File: config.mk
export PLATFORM = sky130hd
export DESIGN_NAME = lgate_rr_arbiter
export DESIGN_NICKNAME = d
export VERILOG_FILES = /design/src/rtl/lgate_rr_arbiter.sv
export SDC_FILE = /design/constraint.sdc
export NUM_CORES = 1
export LEC_CHECK = 0
export BUFFER_PORTS_ARGS = -buffer_cell sky130_fd_sc_hd__buf_2
export CAP_MARGIN = 20
export CELL_PAD_IN_SITES_DETAIL_PLACEMENT = 1
export CELL_PAD_IN_SITES_GLOBAL_PLACEMENT = 1
export CORE_UTILIZATION = 41
export DETAILED_ROUTE_END_ITERATION = 10
export PLACE_DENSITY = 0.95
export SKIP_CTS_REPAIR_TIMING = 1
export SLEW_MARGIN = 20
export SYNTH_ARGS = -nofsm -noshare
export SYNTH_HDL_FRONTEND = slang
export SYNTH_SLANG_ARGS = --single-unit
File: constraint.sdc
create_clock -name clk -period 4.3 [get_ports clk]
set_clock_uncertainty 0.15 [all_clocks]
set_input_delay 0.645 -clock clk [delete_from_list [all_inputs] [get_ports clk]]
set_output_delay 0.645 -clock clk [all_outputs]
set_load 0.1 [all_outputs]
File: src/rtl/lgate_rr_arbiter.sv
// lgate_rr_arbiter: round-robin arbiter in front of one shared, registered
// bitwise logic unit. One operation is in flight at a time, and each result
// is returned with the id of the requester that issued it.
// Optional feature macro: LGATE_ARB_ILLEGAL_OP_EN
//   defined   : op 7 is illegal, so result = 0 and err pulses with done
//   undefined : op 7 passes operand a through, and err is tied low
//
// state | meaning
// ------+---------------------------------------------------------------
// IDLE  | no operation in flight; arbitrate whenever any req is high
// EXEC  | winner's operands are latched; compute the result this cycle
// RESP  | result, result_id and done are valid for exactly one cycle
module lgate_rr_arbiter #(
  parameter int NREQ  = 4,
  parameter int WIDTH = 8
) (
  input  logic                       clk,
  input  logic                       rst_n,
  input  logic [NREQ-1:0]            req,
  input  logic [3*NREQ-1:0]          op_bus,
  input  logic [WIDTH*NREQ-1:0]      a_bus,
  input  logic [WIDTH*NREQ-1:0]      b_bus,
  output logic [NREQ-1:0]            gnt,
  output logic                       busy,
  output logic [NREQ-1:0]            done,
  output logic [WIDTH-1:0]           result,
  output logic [$clog2(NREQ)-1:0]    result_id,
  output logic                       err
);

  localparam int ID_W = $clog2(NREQ);

  typedef enum logic [1:0] {
    IDLE = 2'd0,
    EXEC = 2'd1,
    RESP = 2'd2
  } state_t;

  state_t            state_q, state_d;
  logic [ID_W-1:0]   ptr_q;
  logic [ID_W-1:0]   win_q;
  logic [2:0]        op_q;
  logic [WIDTH-1:0]  a_q, b_q;

  logic              win_found;
  logic [ID_W-1:0]   win_idx;
  logic [ID_W-1:0]   cand;
  logic [WIDTH-1:0]  calc;
`ifdef LGATE_ARB_ILLEGAL_OP_EN
  logic              calc_err;
  logic              err_q;
`endif

  // Winner is the first requester at or after ptr. NREQ is a power of two,
  // so ID_W-bit addition wraps modulo NREQ on its own.
  always_comb begin
    win_found = 1'b0;
    win_idx   = '0;
    cand      = '0;
    for (int i = 0; i < NREQ; i++) begin
      cand = ptr_q + ID_W'(i);
      if (!win_found && req[cand]) begin
        win_found = 1'b1;
        win_idx   = cand;
      end
    end
  end

  // Bitwise function of the latched operands.
  always_comb begin
    calc = '0;
`ifdef LGATE_ARB_ILLEGAL_OP_EN
    calc_err = 1'b0;
`endif
    unique case (op_q)
      3'd0: calc = a_q & b_q;
      3'd1: calc = a_q | b_q;
      3'd2: calc = a_q ^ b_q;
      3'd3: calc = ~(a_q & b_q);
      3'd4: calc = ~(a_q | b_q);
      3'd5: calc = ~(a_q ^ b_q);
      3'd6: calc = ~a_q;
      default: begin
`ifdef LGATE_ARB_ILLEGAL_OP_EN
        calc     = '0;
        calc_err = 1'b1;
`else
        calc     = a_q;
`endif
      end
    endcase
  end

  // State register.
  always_ff @(posedge clk or negedge rst_n) begin
    if (!rst_n) state_q <= IDLE;
    else        state_q <= state_d;
  end

  // Next state: a fixed three-step cycle, leaving IDLE only when there is a winner.
  always_comb begin
    state_d = state_q;
    unique case (state_q)
      IDLE:    if (win_found) state_d = EXEC;
      EXEC:    state_d = RESP;
      RESP:    state_d = IDLE;
      default: state_d = IDLE;
    endcase
  end

  // Latch the winner on grant, compute in EXEC, and retire the grant in RESP.
  // Operands are latched on grant so that requester bus activity cannot
  // disturb an operation that is already in flight.
  always_ff @(posedge clk or negedge rst_n) begin
    if (!rst_n) begin
      ptr_q     <= '0;
      win_q     <= '0;
      op_q      <= '0;
      a_q       <= '0;
      b_q       <= '0;
      gnt       <= '0;
      done      <= '0;
      result    <= '0;
      result_id <= '0;
`ifdef LGATE_ARB_ILLEGAL_OP_EN
      err_q     <= 1'b0;
`endif
    end else begin
      unique case (state_q)
        IDLE: begin
          if (win_found) begin
            op_q  <= op_bus[3*int'(win_idx) +: 3];
            a_q   <= a_bus[WIDTH*int'(win_idx) +: WIDTH];
            b_q   <= b_bus[WIDTH*int'(win_idx) +: WIDTH];
            win_q <= win_idx;
            gnt   <= {{(NREQ-1){1'b0}}, 1'b1} << win_idx;
            ptr_q <= win_idx + ID_W'(1);
          end
        end
        EXEC: begin
          result    <= calc;
          result_id <= win_q;
          done      <= gnt;
`ifdef LGATE_ARB_ILLEGAL_OP_EN
          err_q     <= calc_err;
`endif
        end
        RESP: begin
          done  <= '0;
          gnt   <= '0;
`ifdef LGATE_ARB_ILLEGAL_OP_EN
          err_q <= 1'b0;
`endif
        end
        default: ;
      endcase
    end
  end

  assign busy = (state_q != IDLE);

`ifdef LGATE_ARB_ILLEGAL_OP_EN
  assign err = err_q;
`else
  assign err = 1'b0;
`endif

endmodule
# Word level (Yosys, flattened, before mapping)
# Cells that the tools add are included.
# totals
regBits	43
out_inout_bits	20
# op_classes
n_addsub	4
mul	1
eq_ne	9
n_reduce_logical	13
shifts	4
n_lt_le_gt_ge	4
muxes	22
bitwise	7
# op_table
cell	n
variable part select 32 x 6 -> 8 bit	2
case mux 8 bit (7 select lines)	1
inverter 8 bit	4
case mux 4 bit (2 select lines)	2
< comparator 2 x 3 -> 1 bit (second input constant)	4
variable part select 12 x 5 -> 3 bit	1
two-way mux 2 bit	5
== test 3 bit (second input constant)	3
AND 8 bit	1
binary-select mux 1 bit (select 2 bit)	4
two-way mux 1 bit	8
bitwise OR 8 bit	1
XOR 8 bit	1
== test 3 x 2 -> 1 bit (second input constant)	2
nonzero test 2 bit	3
adder 2 x 1 -> 2 bit (second input constant)	2
adder 2 bit (second input constant)	2
multiplier 2 x 2 -> 4 bit (first input constant)	1
two-way mux 4 bit	1
case mux 2 bit (2 select lines)	1
AND reduction 2 bit	2
<< shifter 1 x 2 -> 4 bit (first input constant)	1
== test 3 x 1 -> 1 bit (second input constant)	1
logical AND 1 bit	3
other kinds (6)	8

# Depth between registers and ports, before layout
# Gate-level depths: netlist of run 1.
# depth
ltp_word	15
mapped_depth	7
mapped_depth_nobuf	7

# Least setup slack after synthesis of run 1
# No wires, ideal clock.
# synth_path
kind	flip-flop to output port
start	register state_q[0]
end	output port busy
path_stages_with_launch	4
slack_ns	2.151
required_ns	3.505
t_arrival_ns	1.354
cell_sequence	dfrtp_1 -> inv_1 -> ha_1 -> inv_1
# synth_via
elab_chain_cells	1
# synth_lines
item	line	text
start, declared	39	state_t state_q, state_d;
start signal, assigned	97	else state_q <= state_d;
nonzero test 2 bit	160	assign busy = (state_q != IDLE);
end, declared	24	output logic busy,
# Every way passes these cells.

# Worst setup path in the final report of run 1
# layout_path
start	register state_q[1]
end	output port busy
# Same word-level chain as after synthesis.

==> results.md, run 1 <==
- CP most frequent cell: inv_1
- Worst-path clk slew: 0.09 ns
- Antenna-violating nets left: 0
- Diode count: 0
- Slowest cell on crit path: buf_2
- Drt drc: 0
- Top-count cell post-synth: dfrtp_1
- Final hold viol count: 0
- Die Y: ~90 um
- Required time of the critical path: approximately 3.5 ns
- Max-slew violations: 0
- Root buffer cell: clkbuf_8
- Post-route cell area: 0.00368 mm^2
- Mapped Area: roughly 0.0032 mm^2
- HP Class: input pin to async pin
- Min cycle time layout: 2.58 ns
- Worst R2R Setup Slack: roughly 1.9 ns
- Die Wd: around 90 um
- Mean number of vias per cell: approximately 5.9
- Hold Slack: between 0.15 and 0.2 ns
- Worst R2R End: result[3]$_DFFE_PN0N_
- Die area: between 0.008 and 0.009 mm^2
- H-tree depth: 2
- Post-Syn Instances: ~350
- Initial cell density of the core: around 43%
- Setup violations, final: 0
- Final period util: between 50% and 60%
- CP delay by family, top: buffers and inverters
- Max frequency: about 390 MHz
- Top cells by count, synth: dfrtp_1 (43), nand3_1 (40), inv_1 (32), ha_1 (21), o21ai_0 (19)
- Ranking of synthesized cells by area: dfrtp_1 (34%), ha_1 (8.3%), nand3_1 (6.3%), a32oi_1 (4.7%), a221oi_1 (4.4%)
- Num rows: 31
- First-pass GRT wire length: between 15 and 20 mm
- R2R cell count: 5
- DR WL/cell: ~18 um
- CP max FO: 7
- Sum Neg Setup Slack: 0 ns
- CP Launch Type: flop
- Net Count, Synth: 454
- Most used DFF post-synth: dfrtp_1
- Total Nets Final: around 530
- Cts bufs inserted: 5
- Worst skew pair latency: roughly 0.3 ns
- Core Util, Final: about half
- Worst setup EP type: output pin
- DP Wirelength: 6.75 mm
- Post-Synthesis Mean Instance Area: around 9 um^2
- Share of cells above drive strength 1: 29.0%
- Port bufs: 100
- Synthesized flop and latch total: 43
- Yosys warnings: 0
- Cell Area, Placed: roughly 0.0036 mm^2
- GRT Util Overall: about 25%
- Buf/Inv on CP: 3
- Largest net degree at the start of global routing: between 40 and 50
- Sink Count: 43
- Drt pass-1 iters: 4
- Total grt overflow: 0
- Core area: approximately 0.0073 mm^2
- Vias in the first global route: 3224
- Number of synthesized flops with an enable pin: 0
- Post-synth top area share: about a third
- Total routed wirelength: around 9.6 mm
- CP Data Arrival Time: 1.78 ns
- Sequential fraction of the synthesis area: around 34%
- R2r startpoint: op_q[1]$_DFFE_PN0P_
- RSZ-0062 raised after global routing: no
- Slew headroom: between 20% and 30%
- Slowest stage delay, CP: approximately 0.46 ns
- CTS tree: built
- Area Overhead vs Synth: 16.6%
- LEAKAGE: 1.73 nW
- Crit-path cells: inv_1 -> ha_1 -> inv_1 -> buf_2
- Cell area power density: 860 mW/mm^2
- FFs w/ async S/R, synth: between 90% and 100%
- GP Congestion: just over 0.8
- Initial DRC Count: between 150 and 200
- Slew @ Worst Pin: about 1.1 ns
- Kind of critical path: flop to output pin
- Yosys cell types: ~50
- Initial antenna violation count: 0
- Total via count in the routed design: around 3100
- Status: completed
- Top Ports: 102
- Max-cap viol count: 0
- Post-synth top area cell: dfrtp_1
- Peak supply drop: ~0.60 mV
- Max Buffers Root-to-Sink: 2
==> cells in the final DEF, fill, tap and decap left out, types with 16 or more instances in the layout <==
master,n
a32oi_1,17
inv_1,32
ha_1,21
dfrtp_1,42
buf_2,99
nand2_1,18
o21ai_0,19
a221oi_1,16
nand3_1,40
nor2_1,16
==> layout make-up <==
class                           instances  area, um^2
Clock buffer                            6        82.6
Clock inverter                          1        5.00
Fill cell                             905        3650
Inverter                               32         120
Multi-Input combinational cell        241        1760
Sequential cell                        43        1080
Tap cell                               99         124
Timing Repair Buffer                  101         510
==> how the worst max path moves through the flow <==
| stage | to | from | slack [ns] | cells past startpoint |
|---|---|---|---|---|
| finish | busy | state_q[1]$_DFFE_PN0P_ | 1.72 | 4 |
| global route | busy | state_q[0]$_DFFE_PN0P_ | 1.66 | 4 |
| CTS | busy | state_q[1]$_DFFE_PN0P_ | 1.75 | 4 |
| detailed placement | b_q[1]$_DFFE_PN0P_ | req[0] | 1.78 | 5 |
| global placement | b_q[7]$_DFFE_PN0P_ | req[3] | 1.83 | 5 |
| floorplan | busy | state_q[0]$_DFFE_PN0P_ | 2.15 | 3 |
==> kinds of logic (layout without fill, tap and decap cells) <==
family	after synthesis	after routing	share of synthesized area [%]
compound gates	109	109	26.3
xor+xnor	1	1	0.278
fa+ha+maj	21	21	8.33
buf+inv	67	140	10.2
flops	43	43	34.1
mux	16	16	5.63
other cells	1	1	0.119
simple gates	93	93	15.1
==> per-layer routing <==
| metal | track usage [%] | vias up | share of wire [%] | wire length (um) |
|---|---|---|---|---|
| met2 | 44.0 | 112 | 51 | 4890 |
| met5 | 0 | - | 0 | 0 |
| met3 | 4.15 | 11 | 4.9 | 474 |
| li1 | - | 1449 | - | - |
| met4 | 6.83 | 0 | 1.3 | 125 |
| met1 | 31.2 | 1536 | 43 | 4150 |
==> power by group <==
group / leakage (nW) / switching (mW) / internal [mW]
logic: 1.17 / 1.37 / 0.650
clock network: 0.0470 / 0.141 / 0.126
registers: 0.514 / 0.276 / 0.597
==> metrics by stage <==
stage          worst slack (ns)  std cells  power (mW)
3_5_place_dp               1.78        516        2.87
5_1_grt                    1.66        523        3.40
2_1_floorplan              2.15        351        2.47
3_3_place_gp               1.83        516        2.76
4_1_cts                    1.75        523        3.17
6_report                   1.72        523        3.16
==> registers in the layout, summed over array words and instances (netlist names) <==
register	flops
b_q	8
state_q	2
ptr_q	2
gnt	4
a_q	8
done	4
op_q	3
result_id	2
result	8
win_q	2
(Power assumes the default switching activity.)
==> inputs of run 2 (changes only) <==
--- a/config.mk
+++ b/config.mk
@@ -9,9 +9,9 @@
 export CAP_MARGIN = 20
 export CELL_PAD_IN_SITES_DETAIL_PLACEMENT = 1
 export CELL_PAD_IN_SITES_GLOBAL_PLACEMENT = 1
-export CORE_UTILIZATION = 41
+export CORE_UTILIZATION = 38
 export DETAILED_ROUTE_END_ITERATION = 10
-export PLACE_DENSITY = 0.95
+export PLACE_DENSITY = 0.91
 export SKIP_CTS_REPAIR_TIMING = 1
 export SLEW_MARGIN = 20
 export SYNTH_ARGS = -nofsm -noshare
==> constraint.sdc (replaced) <==
create_clock -name clk -period 2.5 [get_ports clk]
set_clock_uncertainty 0.15 [all_clocks]
set_input_delay 0.375 -clock clk [delete_from_list [all_inputs] [get_ports clk]]
set_output_delay 0.375 -clock clk [all_outputs]
set_load 0.1 [all_outputs]
==> run 2 against run 1 <==
Effect of this change:
- critical path depth unchanged
- first-iteration DRC count decreased by 8.9%
- combinational power increased by 81%
- routed wire length grew 0.20%
- non-clock buffer count grew 10
- clock-buffer cell count is the same
- sequential power grew 61%
- sequential cell count is the same
- final cell count rose by 2.7%
- clock power rose by 150%
- register-to-register slack got worse by 1.5 ns
- global-route usage is 1.6 points lower
- critical path type unchanged
- critical endpoint unchanged
- largest cell class unchanged
- highest routed layer unchanged
==> results.md, run 2 (synthesis gave the netlist of run 1 again) <==
- Port bufs: 100 (unchanged)
- Drt drc: 0 (unchanged)
- CTS tree: built (unchanged)
- Vias in the first global route: 3241 (was 3224)
- Net Sw Frac: 54.0% (was 56.6%)
- Total routed wirelength: 9.67 mm (was 9.65 mm)
- Setup violations, final: 0 (unchanged)
- Largest regs: a_q (8), b_q (8), result (8) (unchanged)
- Cts bufs inserted: 5 (unchanged)
- Num rows: 32 (was 31)
- Sum Neg Setup Slack: 0 ns (unchanged)
- R2R cell count: 4 (was 5)
- Root buffer cell: clkbuf_8 (unchanged)
- Inst Count DP: 528 (was 516)
- Max-cap viol count: 0 (unchanged)
- Max frequency: ~450 MHz
- Worst skew pair latency: 0.30 ns (about the same)
- GRT Util Overall: 23.3% (was 24.9%)
- Hold Crit Start: op_bus[8]
- Sequential share of power: 24.5% (was 27.6%)
- GP Congestion: 0.843 (was 0.808)
- Worst setup EP type: output pin (unchanged)
- Comb pwr share: 64.0% (about the same)
- Mean number of vias per cell: 5.75 (was 5.94)
- Worst R2R End: a_q[5]$_DFFE_PN0P_ (was result[3]$_DFFE_PN0N_)
- Diode count: 0 (unchanged)
- H-tree depth: 2 (unchanged)
- Top Ports: 102 (unchanged)
- Die Wd: 93.1 um (was 89.7 um)
- Initial DRC Count: 153 (was 168)
- RSZ-0062 raised after global routing: no (unchanged)
- HP Class: input pin to flop (was input pin to async pin)
- Initial antenna violation count: 0 (unchanged)
- Worst hold endpoint: op_q[2]$_DFFE_PN0P_
- Post-route cell area: 0.00381 mm^2 (was 0.00368 mm^2)
- Worst-path clk slew: 0.09 ns (about the same)
- Peak supply drop: 0.728 mV (was 0.596 mV)
- Clk pwr share: 11.5% (was 8.5%)
- Most common cell after layout, fill and taps aside: buf_2 (unchanged)
- Layout Cells excl Fill: 537 (was 523)
- First-pass GRT wire length: 15.8 mm (was 16.2 mm)
- Largest net degree at the start of global routing: 42 (was 44)
- Switching pwr: 3.09 mW (was 1.79 mW)
- Share of cells above drive strength 1: 30.1% (was 29.0%)
- Status: completed (unchanged)
- Worst R2R Setup Slack: 0.37 ns (was 1.92 ns)
- Min cycle time layout: around 2.2 ns
- Core area: 0.00789 mm^2 (was 0.00733 mm^2)
- Total via count in the routed design: 3089 (was 3108)
- Most frequent cells in the layout: buf_2 (100), dfrtp_1 (43), nand3_1 (40) (was buf_2 (99), dfrtp_1 (42), nand3_1 (40))
- CP max FO: 7 (unchanged)
- Hold Slack: 0.169 ns (was 0.182 ns)
- CP Data Arrival Time: 1.70 ns (was 1.78 ns)
- CP Launch Type: flop (unchanged)
- Cell area power density: 1500 mW/mm^2 (was 860 mW/mm^2)
- Die area: 0.00867 mm^2 (was 0.00805 mm^2)
- Sink Count: 43 (unchanged)
- Kind of critical path: flop to output pin (unchanged)
- Antenna-violating nets left: 0 (unchanged)
- Tot Pwr: 5.72 mW (was 3.16 mW)
- Area Overhead vs Synth: 20.9% (was 16.6%)
- Cell Area, Placed: 0.00367 mm^2 (was 0.00359 mm^2)
- Setup WS pre-CTS: 0.269 ns (was 1.78 ns)
- Slew headroom: 43.8% (was 28.1%)
- Drt pass-1 iters: 4 (unchanged)
- LEAKAGE: 1.80 nW (was 1.73 nW)
- Max Buffers Root-to-Sink: 2 (unchanged)
- DR WL/cell: 18.0 um (was 18.4 um)
- DP Wirelength: 7.04 mm (was 6.75 mm)
- Total Nets Final: 537 (was 527)
- Hold path depth: 3
- Required time of the critical path: 1.98 ns (was 3.50 ns)
- Int Pwr: 2.63 mW (was 1.37 mW)
- Slew @ Worst Pin: 0.843 ns (was 1.08 ns)
- Total grt overflow: 0 (unchanged)
- Final hold viol count: 0 (unchanged)
- Final period util: 89.1%
- Initial cell density of the core: 40.0% (was 43.0%)
- Max-slew violations: 0 (unchanged)
- PnR worst setup slack: 0.273 ns (was 1.72 ns)
- Die Y: 93.1 um (was 89.7 um)
- R2r startpoint: ptr_q[1]$_DFFE_PN0P_ (was op_q[1]$_DFFE_PN0P_)
- Core Util, Final: 48.4% (was 50.2%)
-- run 2: worst max path at each step --
stage / depth (start not counted) / end / from / slack, ns
after floorplan: 6 / ptr_q[0]$_DFFE_PN0P_ / state_q[0]$_DFFE_PN0P_ / 0.44
after global placement: 5 / b_q[7]$_DFFE_PN0P_ / req[3] / 0.37
after detailed placement: 5 / b_q[6]$_DFFE_PN0P_ / req[3] / 0.27
after CTS: 4 / busy / state_q[0]$_DFFE_PN0P_ / 0.26
after global routing: 4 / busy / state_q[0]$_DFFE_PN0P_ / 0.17
final: 4 / busy / state_q[0]$_DFFE_PN0P_ / 0.27
-- run 2: final cells by class --
type | instances | area [um^2]
clock inverters | 2 | 60.1
flip-flops and latches | 43 | 1080
repair buffers | 111 | 598
multi-input cells | 241 | 1760
inverters | 32 | 120
fillers | 946 | 4070
well taps | 102 | 128
clock buffers | 6 | 72.6
-- run 2: routing by layer --
metal	vias to the layer above	track usage [%]	part of all wire (%)
met1	1505	27.4	42
met5	-	0	0
met3	15	3.90	5.1
met4	0	6.92	1.6
met2	104	43.0	52
li1	1465	-	-
-- run 2: power groups by stage --
| stage | sequential (mW) | clock [mW] | combinational [mW] |
|---|---|---|---|
| 4_1_cts | 1.40 | 0.672 | 3.68 |
| 5_1_grt | 1.45 | 0.698 | 3.96 |
| 6_report | 1.40 | 0.659 | 3.66 |
| 3_5_place_dp | 1.40 | 0 | 3.66 |
| 2_1_floorplan | 2.00 | 0 | 2.26 |
| 3_3_place_gp | 1.38 | 0 | 3.48 |
-- run 2: worst max-delay path, stage by stage (launching register included) --
cell,delay [ns]
dfrtp_1,0.38
inv_1,0.10
ha_1,0.28
inv_1,0.18
buf_2,0.46
==> inputs of run 3 (changes only) <==
--- a/config.mk
+++ b/config.mk
@@ -5,13 +5,14 @@
 export SDC_FILE = /design/constraint.sdc
 export NUM_CORES = 1
 export LEC_CHECK = 0
-export BUFFER_PORTS_ARGS = -buffer_cell sky130_fd_sc_hd__buf_2
+export BUFFER_PORTS_ARGS = -buffer_cell sky130_fd_sc_hd__clkbuf_2
 export CAP_MARGIN = 20
 export CELL_PAD_IN_SITES_DETAIL_PLACEMENT = 1
 export CELL_PAD_IN_SITES_GLOBAL_PLACEMENT = 1
 export CORE_UTILIZATION = 38
 export DETAILED_ROUTE_END_ITERATION = 10
 export PLACE_DENSITY = 0.91
+export REMOVE_ABC_BUFFERS = 1
 export SKIP_CTS_REPAIR_TIMING = 1
 export SLEW_MARGIN = 20
 export SYNTH_ARGS = -nofsm -noshare
==> run 3 against run 2 <==
Effect of this change:
- worst hold slack got worse by 0.0048 ns
- sequential share of layout area grew 0.12 points
- critical path depth unchanged
- die area did not move
- largest power group unchanged
- maximum frequency shrank 2.6%
- combinational power up 2%
- via count up 2.5%
- register-to-register slack worse by 0.08 ns
- first-iteration DRC count decreased by 12%
- critical endpoint unchanged
- cell area decreased by 0.43%
- global-route usage is 0.080 points higher
==> results.md, run 3 (synthesis gave the netlist of run 1 again) <==
- Status: completed (unchanged)
- Crit-path cells: inv_1 -> ha_1 -> inv_1 -> clkbuf_2 (was inv_1 -> ha_1 -> inv_1 -> buf_2)
- Drt drc: 0 (unchanged)
- Most common cell after layout, fill and taps aside: clkbuf_2 (was buf_2)
- Root buffer cell: clkbuf_8 (unchanged)
- Die area: 0.00867 mm^2 (unchanged)
- Cell Area, Placed: 0.00368 mm^2 (was 0.00367 mm^2)
- Multi-input gate area: 0.00176 mm^2 (unchanged)
- Core Util, Final: 48.1% (was 48.4%)
- Inst Count DP: 528 (unchanged)
- Setup WS pre-CTS: 0.191 ns (was 0.269 ns)
- CP Data Arrival Time: 1.76 ns (was 1.70 ns)
- Tot Pwr: 5.60 mW (was 5.72 mW)
- Worst-path clk slew: 0.09 ns (about the same)
- HP Class: input pin to flop (unchanged)
- Max-slew violations: 0 (unchanged)
- CTS tree: built (unchanged)
- Port bufs: 100 (unchanged)
- Sink Count: 43 (unchanged)
- Cts bufs inserted: 5 (unchanged)
- Total Nets Final: 537 (unchanged)
- Largest regs: a_q (8), b_q (8), result (8) (unchanged)
- Cell area power density: 1470 mW/mm^2 (was 1500 mW/mm^2)
- Kind of critical path: flop to output pin (unchanged)
- DR WL/cell: 18.2 um (was 18.0 um)
- Final period util: 91.5% (was 89.1%)
- DP Wirelength: 6.98 mm (was 7.04 mm)
- Drt pass-1 iters: 4 (unchanged)
- Total via count in the routed design: 3165 (was 3089)
- Hold Slack: 0.164 ns (was 0.169 ns)
- Top Ports: 102 (unchanged)
- Buf/Inv on CP: 3 (unchanged)
- Min cycle time layout: 2.29 ns (was 2.23 ns)
- Diode count: 0 (unchanged)
- Peak supply drop: 0.676 mV (was 0.728 mV)
- Mean number of vias per cell: 5.89 (was 5.75)
- Post-route cell area: 0.00380 mm^2 (was 0.00381 mm^2)
- Final hold viol count: 0 (unchanged)
- Most frequent cells in the layout: clkbuf_2 (100), dfrtp_1 (43), nand3_1 (40) (was buf_2 (100), dfrtp_1 (43), nand3_1 (40))
- Total routed wirelength: 9.76 mm (was 9.67 mm)
- Initial cell density of the core: 40.0% (unchanged)
- Initial antenna violation count: 0 (unchanged)
- GP Congestion: 0.811 (was 0.843)
- Register area: 0.00108 mm^2 (unchanged)
- Setup violations, final: 0 (unchanged)
- GRT Util Overall: 23.4% (was 23.3%)
- LEAKAGE: 1.80 nW (about the same)
- Num rows: 32 (unchanged)
- CP Launch Type: flop (unchanged)
- CP max FO: 7 (unchanged)
- # fillers: 971 (was 946)
- Core area: 0.00789 mm^2 (unchanged)
- Max Buffers Root-to-Sink: 2 (unchanged)
- Required time of the critical path: 1.98 ns (about the same)
- PnR worst setup slack: 0.214 ns (was 0.273 ns)
- CP delay by family, top: buffers and inverters (unchanged)
- Die Wd: 93.1 um (unchanged)
- First-pass GRT wire length: 15.9 mm (was 15.8 mm)
- Antenna-violating nets left: 0 (unchanged)
- Slowest stage delay, CP: 0.48 ns (was 0.46 ns)
- Slew headroom: 40.6% (was 43.8%)
- CP most frequent cell: inv_1 (unchanged)
- Share of cells above drive strength 1: 30.3% (was 30.1%)
- Slowest cell on crit path: clkbuf_2 (was buf_2)
- Worst skew pair latency: 0.30 ns (about the same)
- Vias in the first global route: 3306 (was 3241)
- Initial DRC Count: 134 (was 153)
- H-tree depth: 2 (unchanged)
- Max frequency: 437 MHz (was 449 MHz)
- Area Overhead vs Synth: 20.3% (was 20.9%)
- Die Y: 93.1 um (unchanged)
- Total grt overflow: 0 (unchanged)
- Sum Neg Setup Slack: 0 ns (unchanged)
- Largest net degree at the start of global routing: 44 (was 42)
- RSZ-0062 raised after global routing: no (unchanged)
- Worst setup EP type: output pin (unchanged)
- Max-cap viol count: 0 (unchanged)
- Slew @ Worst Pin: 0.890 ns (was 0.843 ns)
- Layout Cells excl Fill: 537 (unchanged)
## run 3: worst paths after layout
check,slack [ns],depth (start not counted),to,from
worst max-delay path,0.21,4,busy,state_q[1]$_DFFE_PN0P_
worst min-delay path,0.16,3,op_q[2]$_DFFE_PN0P_,op_bus[8]
worst max register to register,0.29,6,b_q[2]$_DFFE_PN0P_,ptr_q[1]$_DFFE_PN0P_
worst min register to register,0.34,2,win_q[1]$_DFFE_PN0P_,win_q[1]$_DFFE_PN0P_
max in group asynchronous,1.55,3,b_q[1]$_DFFE_PN0P_,rst_n
min in group asynchronous,0.44,3,a_q[6]$_DFFE_PN0P_,rst_n
## run 3: worst register-to-register path, cell delays in order, from the launching register on
cell     delay [ns]
dfrtp_1        0.51
inv_1          0.14
nor3b_1        0.31
or3_1          0.42
buf_4          0.31
nand3_1        0.11
a32oi_1        0.20
## run 3: where the power goes
group | total, mW | leakage, nW | internal [mW] | switching, mW
Clock | 0.506 | 0.0505 | 0.252 | 0.254
Sequential | 1.37 | 0.515 | 1.03 | 0.340
Combinational | 3.72 | 1.24 | 1.20 | 2.53
Total | 5.60 | 1.80 | 2.48 | 3.12
## run 3: cell type report
| class | count | area share, % |
|---|---|---|
| Clock inverter | 1 | 0.198 |
| Sequential cell | 43 | 28.3 |
| Clock buffer | 7 | 2.54 |
| Inverter | 32 | 3.16 |
| Timing Repair Buffer | 111 | 16.1 |
| Tap cell | 102 | 3.36 |
| Multi-Input combinational cell | 241 | 46.3 |
## run 3: routing by layer
metal	up-vias	part of all wire [%]	GRT usage, %
met5	-	0	0
met2	101	51	43.1
li1	1475	-	-
met3	20	4.6	3.58
met1	1569	42	27.2
met4	0	2.5	8.33
